`src/rtl/alu_ctrl_pkg.sv`:
```
// Shared constants and FSM state type for the ALU control sequencer.
// Mult/div support is enabled by defining ALU_CTRL_MULDIV_EN.
package alu_ctrl_pkg;

  localparam logic [1:0] OP_ADD     = 2'b00;
  localparam logic [1:0] OP_SUB     = 2'b01;
  localparam logic [1:0] OP_RTYPE   = 2'b10;
  localparam logic [1:0] OP_ILLEGAL = 2'b11;

  localparam logic [5:0] F_ADD  = 6'b100000;
  localparam logic [5:0] F_SUB  = 6'b100010;
  localparam logic [5:0] F_AND  = 6'b100100;
  localparam logic [5:0] F_OR   = 6'b100101;
  localparam logic [5:0] F_NOR  = 6'b100111;
  localparam logic [5:0] F_SLT  = 6'b101010;
  localparam logic [5:0] F_MULT = 6'b011000;
  localparam logic [5:0] F_DIV  = 6'b011010;

  localparam logic [3:0] CS_AND  = 4'b0000;
  localparam logic [3:0] CS_OR   = 4'b0001;
  localparam logic [3:0] CS_ADD  = 4'b0010;
  localparam logic [3:0] CS_SUB  = 4'b0110;
  localparam logic [3:0] CS_SLT  = 4'b0111;
  localparam logic [3:0] CS_NOR  = 4'b1100;
  localparam logic [3:0] CS_MULT = 4'b1000;
  localparam logic [3:0] CS_DIV  = 4'b1001;

  typedef enum logic [1:0] {IDLE, MULDIV, DONE} state_e;

endpackage

```
`src/rtl/alu_ctrl_seq_if.sv`:
```
// Request/response bundle between the main decoder (master) and the ALU
// control sequencer (slave).
interface alu_ctrl_seq_if #(
  parameter int FUNCT_W = 6,
  parameter int CS_W    = 4
);
  logic               valid_in;
  logic [1:0]         ALUop;
  logic [FUNCT_W-1:0] functCode;
  logic               ready;
  logic [CS_W-1:0]    aluCS;
  logic               ctrl_valid;
  logic               busy;
  logic               mdu_start;
  logic               mdu_div;
  logic               done;
  logic               err;

  modport master (
    output valid_in, ALUop, functCode,
    input  ready, aluCS, ctrl_valid, busy, mdu_start, mdu_div, done, err
  );

  modport slave (
    input  valid_in, ALUop, functCode,
    output ready, aluCS, ctrl_valid, busy, mdu_start, mdu_div, done, err
  );
endinterface

```
`src/rtl/mdu_seq_cnt.sv`:
```
// Down-counter timing a multi-cycle mult/div; tc flags the final busy cycle.
// Only instantiated when ALU_CTRL_MULDIV_EN is defined.
module mdu_seq_cnt #(
  parameter int CYCLES = 32
) (
  input  logic clk,
  input  logic rst_n,
  input  logic load,
  input  logic en,
  output logic tc
);
  localparam int CW = (CYCLES > 1) ? $clog2(CYCLES) : 1;

  logic [CW-1:0] cnt;

  always_ff @(posedge clk or negedge rst_n) begin
    if (!rst_n) begin
      cnt <= '0;
    end else if (load) begin
      cnt <= CW'(CYCLES - 1);
    end else if (en && cnt != '0) begin
      // Saturates at zero so a stray enable can never wrap the count.
      cnt <= cnt - 1'b1;
    end
  end

  assign tc = (cnt == '0);
endmodule

```
`src/rtl/alu_ctrl_seq.sv`:
```
// ALU control decoder with registered aluCS and an optional mult/div sequencer.
// Define ALU_CTRL_MULDIV_EN to enable mult/div; otherwise those functs are illegal.
module alu_ctrl_seq
  import alu_ctrl_pkg::*;
#(
  parameter int FUNCT_W       = 6,
  parameter int CS_W          = 4,
  parameter int MULDIV_CYCLES = 32
) (
  input logic           clk,
  input logic           rst_n,
  alu_ctrl_seq_if.slave bus
);

  if (MULDIV_CYCLES < 2 || MULDIV_CYCLES > 64) begin : g_bad_cycles
    $error("MULDIV_CYCLES must be in 2..64");
  end

  logic            ready;
  logic            accept;
  logic            dec_legal;
  logic [CS_W-1:0] dec_cs;
  logic [CS_W-1:0] alu_cs_q;
  logic            ctrl_valid_q;
  logic            err_q;
`ifdef ALU_CTRL_MULDIV_EN
  logic            dec_md;
  logic            dec_div;
`endif

  assign accept = bus.valid_in && ready;

  // NOTE: every output of a combinational block gets a default first, so no path can infer a latch.
  always_comb begin
    dec_legal = 1'b1;
    dec_cs    = CS_W'(CS_ADD);
`ifdef ALU_CTRL_MULDIV_EN
    dec_md    = 1'b0;
    dec_div   = 1'b0;
`endif
    case (bus.ALUop)
      OP_ADD: dec_cs = CS_W'(CS_ADD);
      OP_SUB: dec_cs = CS_W'(CS_SUB);
      OP_RTYPE: begin
        case (bus.functCode)
          FUNCT_W'(F_ADD): dec_cs = CS_W'(CS_ADD);
          FUNCT_W'(F_SUB): dec_cs = CS_W'(CS_SUB);
          FUNCT_W'(F_AND): dec_cs = CS_W'(CS_AND);
          FUNCT_W'(F_OR):  dec_cs = CS_W'(CS_OR);
          FUNCT_W'(F_NOR): dec_cs = CS_W'(CS_NOR);
          FUNCT_W'(F_SLT): dec_cs = CS_W'(CS_SLT);
`ifdef ALU_CTRL_MULDIV_EN
          FUNCT_W'(F_MULT): begin
            dec_cs = CS_W'(CS_MULT);
            dec_md = 1'b1;
          end
          FUNCT_W'(F_DIV): begin
            dec_cs  = CS_W'(CS_DIV);
            dec_md  = 1'b1;
            dec_div = 1'b1;
          end
`endif
          default: dec_legal = 1'b0;
        endcase
      end
      default: dec_legal = 1'b0;
    endcase
  end

  // NOTE: registered state is always written with non-blocking assignments to avoid simulation races.
  always_ff @(posedge clk or negedge rst_n) begin
    if (!rst_n) begin
      alu_cs_q     <= CS_W'(CS_ADD);
      ctrl_valid_q <= 1'b0;
      err_q        <= 1'b0;
    end else begin
      ctrl_valid_q <= accept && dec_legal;
      err_q        <= accept && !dec_legal;
      if (accept && dec_legal) alu_cs_q <= dec_cs;
    end
  end

`ifdef ALU_CTRL_MULDIV_EN
  state_e state;
  state_e state_nx;
  logic   cnt_load;
  logic   cnt_tc;
  logic   mdu_start_q;
  logic   mdu_div_q;

  always_ff @(posedge clk or negedge rst_n) begin
    if (!rst_n) begin
      state       <= IDLE;
      mdu_start_q <= 1'b0;
      mdu_div_q   <= 1'b0;
    end else begin
      state       <= state_nx;
      mdu_start_q <= cnt_load;
      mdu_div_q   <= cnt_load && dec_div;
    end
  end

  // DONE accepts like IDLE, which gives back-to-back issue after a mult/div.
  always_comb begin
    state_nx = state;
    cnt_load = 1'b0;
    case (state)
      IDLE, DONE: begin
        if (accept && dec_legal && dec_md) begin
          state_nx = MULDIV;
          cnt_load = 1'b1;
        end else begin
          state_nx = IDLE;
        end
      end
      MULDIV:  if (cnt_tc) state_nx = DONE;
      default: state_nx = IDLE;
    endcase
  end

  mdu_seq_cnt #(.CYCLES(MULDIV_CYCLES)) u_cnt (
    .clk  (clk),
    .rst_n(rst_n),
    .load (cnt_load),
    .en   (state == MULDIV),
    .tc   (cnt_tc)
  );

  assign ready         = (state != MULDIV);
  assign bus.busy      = (state == MULDIV);
  assign bus.done      = (state == DONE);
  assign bus.mdu_start = mdu_start_q;
  assign bus.mdu_div   = mdu_div_q;
`else
  assign ready         = 1'b1;
  assign bus.busy      = 1'b0;
  assign bus.done      = 1'b0;
  assign bus.mdu_start = 1'b0;
  assign bus.mdu_div   = 1'b0;
`endif

  assign bus.ready      = ready;
  assign bus.aluCS      = alu_cs_q;
  assign bus.ctrl_valid = ctrl_valid_q;
  assign bus.err        = err_q;
endmodule

```
`src/flat_wrapper.sv`:
```
// flat-port wrapper written by rule: the top's interface ports become plain ports
module alu_ctrl_seq_flat import alu_ctrl_pkg::*;
#(
  parameter int FUNCT_W       = 6,
  parameter int CS_W          = 4,
  parameter int MULDIV_CYCLES = 32
)
  (clk, rst_n, bus_valid_in, bus_ALUop, bus_functCode, bus_ready, bus_aluCS, bus_ctrl_valid, bus_busy, bus_mdu_start, bus_mdu_div, bus_done, bus_err);
  alu_ctrl_seq_if #(.FUNCT_W(FUNCT_W), .CS_W(CS_W)) bus_i ();
  input logic clk;
  input logic rst_n;
  input wire logic [$bits(bus_i.valid_in)-1:0] bus_valid_in;
  input wire logic [$bits(bus_i.ALUop)-1:0] bus_ALUop;
  input wire logic [$bits(bus_i.functCode)-1:0] bus_functCode;
  output wire logic [$bits(bus_i.ready)-1:0] bus_ready;
  output wire logic [$bits(bus_i.aluCS)-1:0] bus_aluCS;
  output wire logic [$bits(bus_i.ctrl_valid)-1:0] bus_ctrl_valid;
  output wire logic [$bits(bus_i.busy)-1:0] bus_busy;
  output wire logic [$bits(bus_i.mdu_start)-1:0] bus_mdu_start;
  output wire logic [$bits(bus_i.mdu_div)-1:0] bus_mdu_div;
  output wire logic [$bits(bus_i.done)-1:0] bus_done;
  output wire logic [$bits(bus_i.err)-1:0] bus_err;
  assign bus_i.valid_in = bus_valid_in;
  assign bus_i.ALUop = bus_ALUop;
  assign bus_i.functCode = bus_functCode;
  assign bus_ready = bus_i.ready;
  assign bus_aluCS = bus_i.aluCS;
  assign bus_ctrl_valid = bus_i.ctrl_valid;
  assign bus_busy = bus_i.busy;
  assign bus_mdu_start = bus_i.mdu_start;
  assign bus_mdu_div = bus_i.mdu_div;
  assign bus_done = bus_i.done;
  assign bus_err = bus_i.err;
  alu_ctrl_seq #(.FUNCT_W(FUNCT_W), .CS_W(CS_W), .MULDIV_CYCLES(MULDIV_CYCLES)) u_core (.clk(clk), .rst_n(rst_n), .bus(bus_i));
endmodule
```
`config.mk`:
```
export PLATFORM = sky130hd
export DESIGN_NAME = alu_ctrl_seq_flat
export DESIGN_NICKNAME = d
export VERILOG_FILES = /design/src/rtl/alu_ctrl_pkg.sv /design/src/rtl/alu_ctrl_seq_if.sv /design/src/rtl/mdu_seq_cnt.sv /design/src/rtl/alu_ctrl_seq.sv /design/src/flat_wrapper.sv
export SDC_FILE = /design/constraint.sdc
export NUM_CORES = 1
export LEC_CHECK = 0
export ABC_AREA = 0
export CAP_MARGIN = 20
export CORE_UTILIZATION = 36
export CTS_CLUSTER_SIZE = 25
export DETAILED_ROUTE_END_ITERATION = 16
export PLACE_DENSITY = 0.75
export SYNTH_ARGS = -nofsm -noshare
export SYNTH_HDL_FRONTEND = slang
export SYNTH_SLANG_ARGS = --single-unit
```
`constraint.sdc`:
```
create_clock -name clk -period 2.1 [get_ports clk]
set_clock_uncertainty 0.15 [all_clocks]
set_input_delay 0.42 -clock clk [delete_from_list [all_inputs] [get_ports clk]]
set_output_delay 0.42 -clock clk [all_outputs]
set_load 0.05 [all_outputs]
```
==> Word level (Yosys, flattened, before mapping) <==
Index checks and enable logic that the tools add are counted.
{ "totals": {"regBits": 6} }
{ "op_classes": {"n_reduce_logical": 6, "mux": 4, "n_eq_ne": 8} }
{ "op_table": {"columns": ["cell", "n"], "rows": [
  ["$eq A6 B6 Y1 const B", 6],
  ["$pmux W4 S5", 1],
  ["$pmux W4 S2", 1],
  ["$reduce_or A6 Y1", 1],
  ["$eq A2 B1 Y1 const B", 1],
  ["$eq A2 B2 Y1 const B", 1],
  ["$logic_and A1 B1 Y1", 2],
  ["$logic_not A2 Y1", 1],
  ["$pmux W1 S2", 1],
  ["$reduce_or A2 Y1", 1],
  ["$logic_not A1 Y1", 1],
  ["$mux W1", 1]
]} }

==> Logic depth before layout (Yosys ltp) <==
{ "depth": {"depth_word": 6, "mapped_depth": 6, "depth_no_buf": 6} }

==> Least setup slack after synthesis <==
No wires, ideal clock.
{ "synth_timing": {"path_type": "input -> register", "startpoint": "in bus_ALUop[0]", "endpoint": "reg u_core.alu_cs_q[2] (netlist: u_core.bus.aluCS[2])", "t_required_ns": 1.825, "n_path_buf": 0, "path_slack_ns": 0.266, "stages": 6, "setup_time_ns": 0.125, "t_arrival_ns": 1.559, "cell_sequence": "inv_1 ha_1 and3b_1 and4b_4 a21oi_4 mux2_4"} }
{ "synth_between": {"elab_chain_len": 4, "elab_cells_between_ends": 7, "classes_between": "eq/ne (2); mux (2); reduce/logical (3)"} }
{ "synth_rtl": {"columns": ["element", "line", "rtl"], "rows": [
  ["start, declared", "flat_wrapper.sv:13", "input wire logic [$bits(bus_i.ALUop)-1:0] bus_ALUop;"],
  ["$eq A2 B1 Y1 / $logic_not A2 Y1 (equally long branches)", "alu_ctrl_seq.sv:41", "case (bus.ALUop)"],
  ["$reduce_or A2 Y1 (no line)", null, null],
  ["$pmux W1 S2", "alu_ctrl_seq.sv:41", null],
  ["$logic_and A1 B1 Y1", "alu_ctrl_seq.sv:79", "if (accept && dec_legal) alu_cs_q <= dec_cs;"],
  ["end signal, assigned", "alu_ctrl_seq.sv:73", "alu_cs_q <= CS_W'(CS_ADD);"],
  ["end signal, assigned", "alu_ctrl_seq.sv:79", null],
  ["end, declared", "alu_ctrl_seq.sv:23", "logic [CS_W-1:0] alu_cs_q;"]
]} }
Parallel ways exist; a longest one is shown, timed or not.
A chain may end at the register's enable or synchronous reset.

==> Worst setup path in the final report <==
{ "layout_timing": {"startpoint": "in bus_ALUop[1]", "endpoint": "reg u_core.alu_cs_q[3] (netlist: u_core.bus.aluCS[3])"} }
Same word-level chain as after synthesis.

==> run_results.csv <==
group,metric,value,unit
outcome,status,"finished clean",
die,core_area,1190,um^2
critical_path,critical_path.max_stage_delay,0.42,ns
placement,dp.cells,88,
synthesis,yosysTopAreaCell,"dfrtp_1",
synthesis,synth_ff_type,"dfrtp_1",
critical_path,cp-start-kind,"input port",
drt,drc,0,
cells_and_area,n_antenna_cell,0,
die,rows,12,
pwr,power.total,413,uW
critical_path,cp.arrival,1.99,ns
timing,holdWs,0.258,ns
timing,hold_violations,0,
cells_and_area,fillerInstances,115,
drt,first_iter_violations,3,
cells_and_area,fin_cells,92,
drt,dr_total_vias,444,
die,initial_core_util,0.411,
synthesis,synth.avg_cell_area,9.96,um^2
clock_network,clk_pin_slew,0.05,ns
timing,rsz0062_at_grt,"no",
clock_network,cts_buffer_depth,2,
clock_network,htreeDepth,1,
global_route,grt_pass1_vias,403,
critical_path,crit_chain,"clkdlybuf4s50_1 -> ha_1 -> and3b_1 -> and4b_4 -> a21oi_4 -> mux2_4",
synthesis,syn_area,488,um^2
pwr,ir_drop,0.000171,V
timing,min_period,2.01,ns
critical_path,worst-setup-path-type,"input port to flip-flop",
clock_network,cts_setup_buffers,0,
synthesis,synth-edff-count,0,
clock_network,cts_hold_buf,0,
synthesis,async_reset_ff_frac,1.00,
critical_path,cp_slowest_cell,"clkdlybuf4s50_1",
drt,drtAntennaViolNets,0,
cells_and_area,post-route-util,0.631,
placement,gp_congestion,0.785,
timing,slew_violations,0,
global_route,grtUsageMet3,0.0173,
drt,viasPerCell,4.83,
cells_and_area,drive_gt1_frac,0.282,
critical_path,r2r.worst_path.cells,1,
global_route,use_met1,0.144,
synthesis,synth_top_area_frac,0.256,
global_route,grt_pass1_wl,1.55,mm
cells_and_area,areaGrowthSynthToFinish,53.3,%
placement,dp_hpwl,831,um
synthesis,ys_top_cells_by_area,"dfrtp_1 (26%), ha_1 (10%), mux2_4 (9.2%), buf_4 (7.7%), dfstp_2 (5.4%)",
die,die_y,38.8,um
min_path,hold_class,"input port to asynchronous set/reset pin",
global_route,grt_max_degree,7,
global_route,grt.busiest_layer,"met2",
die,ios,22,
global_route,grt_usage,0.151,
critical_path,endpoint_kind,"flip-flop",
critical_path,cp_top_family,"buffers and inverters",
pwr,power_density,553,nW/um^2
clock_network,numCtsBuffers,3,
global_route,overflow,0,
synthesis,ys_ff_latch,6,
critical_path,critPathBufInv,1,
clock_network,tritoncts,"built",
clock_network,clockRootBuffer,"clkbuf_4",
drt,wl,961,um
critical_path,critPathRequiredTime,2.08,ns
drt,dr.pass1.iters,4,
timing,fin_tns_setup,0,ns
die,die_w,38.8,um
synthesis,syn-instance-count,49,
clock_network,clk_latency,0.24,ns
timing,timing.fmax,497,MHz
die,die_area,1510,um^2
timing,setup_viol,0,
placement,io_buffers,16,
cells_and_area,final_nets,94,
job,maxCapViolations,0,
drt,routedWlPerCell,10.4,um
critical_path,crit_cells,6,
pwr,p_leak,0.000377,uW
synthesis,seq_area_frac_synth,0.310,
global_route,grt_use_met2,0.292,
synthesis,synth_cell_types,23,
clock_network,cts_sinks,6,
critical_path,cp_max_fo,5,
timing,fin_crit_sh,0.958,
synthesis,yosys_warnings,0,
global_route,antenna_found_initial,0,
-- cells by family (layout without fill, tap and decap cells) --
group	after synthesis	in the layout	share of synthesized area
buffers and inverters	10	36	0.115
and+or+nand+nor	15	15	0.218
AOI/OAI and AO/OA	8	8	0.126
DFF	6	6	0.310
adders and majority gates	4	4	0.103
muxes	4	4	0.113
other	2	5	0.0154
-- final timing paths --
| path | slack [ns] | end | from |
|---|---|---|---|
| setup / recovery | 0.09 | u_core.bus.aluCS[3]$_DFFE_PN0P_ | bus_ALUop[1] |
| hold / removal | 0.26 | u_core.bus.ctrl_valid$_DFF_PN0_ | rst_n |
| setup reg to reg | 1.19 | u_core.bus.aluCS[3]$_DFFE_PN0P_ | u_core.bus.aluCS[3]$_DFFE_PN0P_ |
| hold reg to reg | 0.37 | u_core.bus.aluCS[2]$_DFFE_PN0P_ | u_core.bus.aluCS[2]$_DFFE_PN0P_ |
| max in group asynchronous | 1.28 | u_core.bus.aluCS[1]$_DFFE_PN1P_ | rst_n |
| min in group clk | 0.37 | u_core.bus.aluCS[2]$_DFFE_PN0P_ | u_core.bus.aluCS[2]$_DFFE_PN0P_ |
-- metal layers --
layer | vias up | part of all wire
met3 | 0 | 0.056
met1 | 207 | 0.38
met2 | 18 | 0.56
met5 | - | 0
met4 | 0 | 0
li1 | 219 | -
-- per-stage QoR --
step,cell area [um^2],setup slack (ns)
2_1_floorplan,499,0.266
3_3_place_gp,719,-0.217
3_5_place_dp,719,-0.273
4_1_cts,746,0.00676
6_report,748,0.0884
5_1_grt,748,0.0200
-- sequential cells by signal, indices dropped and copies added, names as in the netlist --
register / flops
u_core.bus.err: 1
u_core.bus.aluCS: 4
u_core.bus.ctrl_valid: 1
-- synth_stat cells (2+ instances only) --
cell      count
buf_4         5
mux2_4        3
o21a_1        2
ha_1          4
conb_1        2
nand3b_1      2
o21ai_0       3
nand2b_1      2
and3b_1       2
nor2_1        3
inv_1         5
dfrtp_1       5
-- cell usage in the layout (no fill, tap or decap) --
cell type / Yosys / layout
a21oi_4: 1 / 1
a311oi_1: 1 / 1
and3b_1: 2 / 2
and4b_4: 1 / 1
buf_4: 5 / 12
clkbuf_1: 0 / 1
clkbuf_4: 0 / 3
clkdlybuf4s50_1: 0 / 14
conb_1: 2 / 5
dfrtp_1: 5 / 5
dfstp_2: 1 / 1
dlymetal6s2s_1: 0 / 1
ha_1: 4 / 4
inv_1: 5 / 4
inv_2: 0 / 1
mux2_4: 3 / 3
mux2i_1: 1 / 1
nand2_1: 1 / 1
nand2b_1: 2 / 2
nand3_1: 1 / 1
nand3b_1: 2 / 2
nand4bb_1: 1 / 1
nor2_1: 3 / 3
nor2b_1: 1 / 1
nor4bb_1: 1 / 1
o21a_1: 2 / 2
o21ai_0: 3 / 3
o22ai_1: 1 / 1
-- power by group --
group          internal (uW)  switching (uW)
logic                   69.6            92.5
clock network           72.1            44.2
registers                130            5.22
-- layout make-up --
cell class / count / area (um^2) / area share
flip-flops and latches: 6 / 151 / 0.202
inverters: 5 / 18.8 / 0.0251
clock buffers: 4 / 26.3 / 0.0351
multi-input cells: 36 / 292 / 0.390
well taps: 14 / 17.5 / 0.0234
repair buffers: 27 / 243 / 0.324
-- timing repair --
| item | in CTS | in global routing |
|---|---|---|
| cloned | 0 | 0 |
| pin swaps | 1 | 1 |
| gates resized for setup | 0 | 2 |
| setup endpoints to repair | 2 | 3 |
Power figures use the tool's default switching activity.
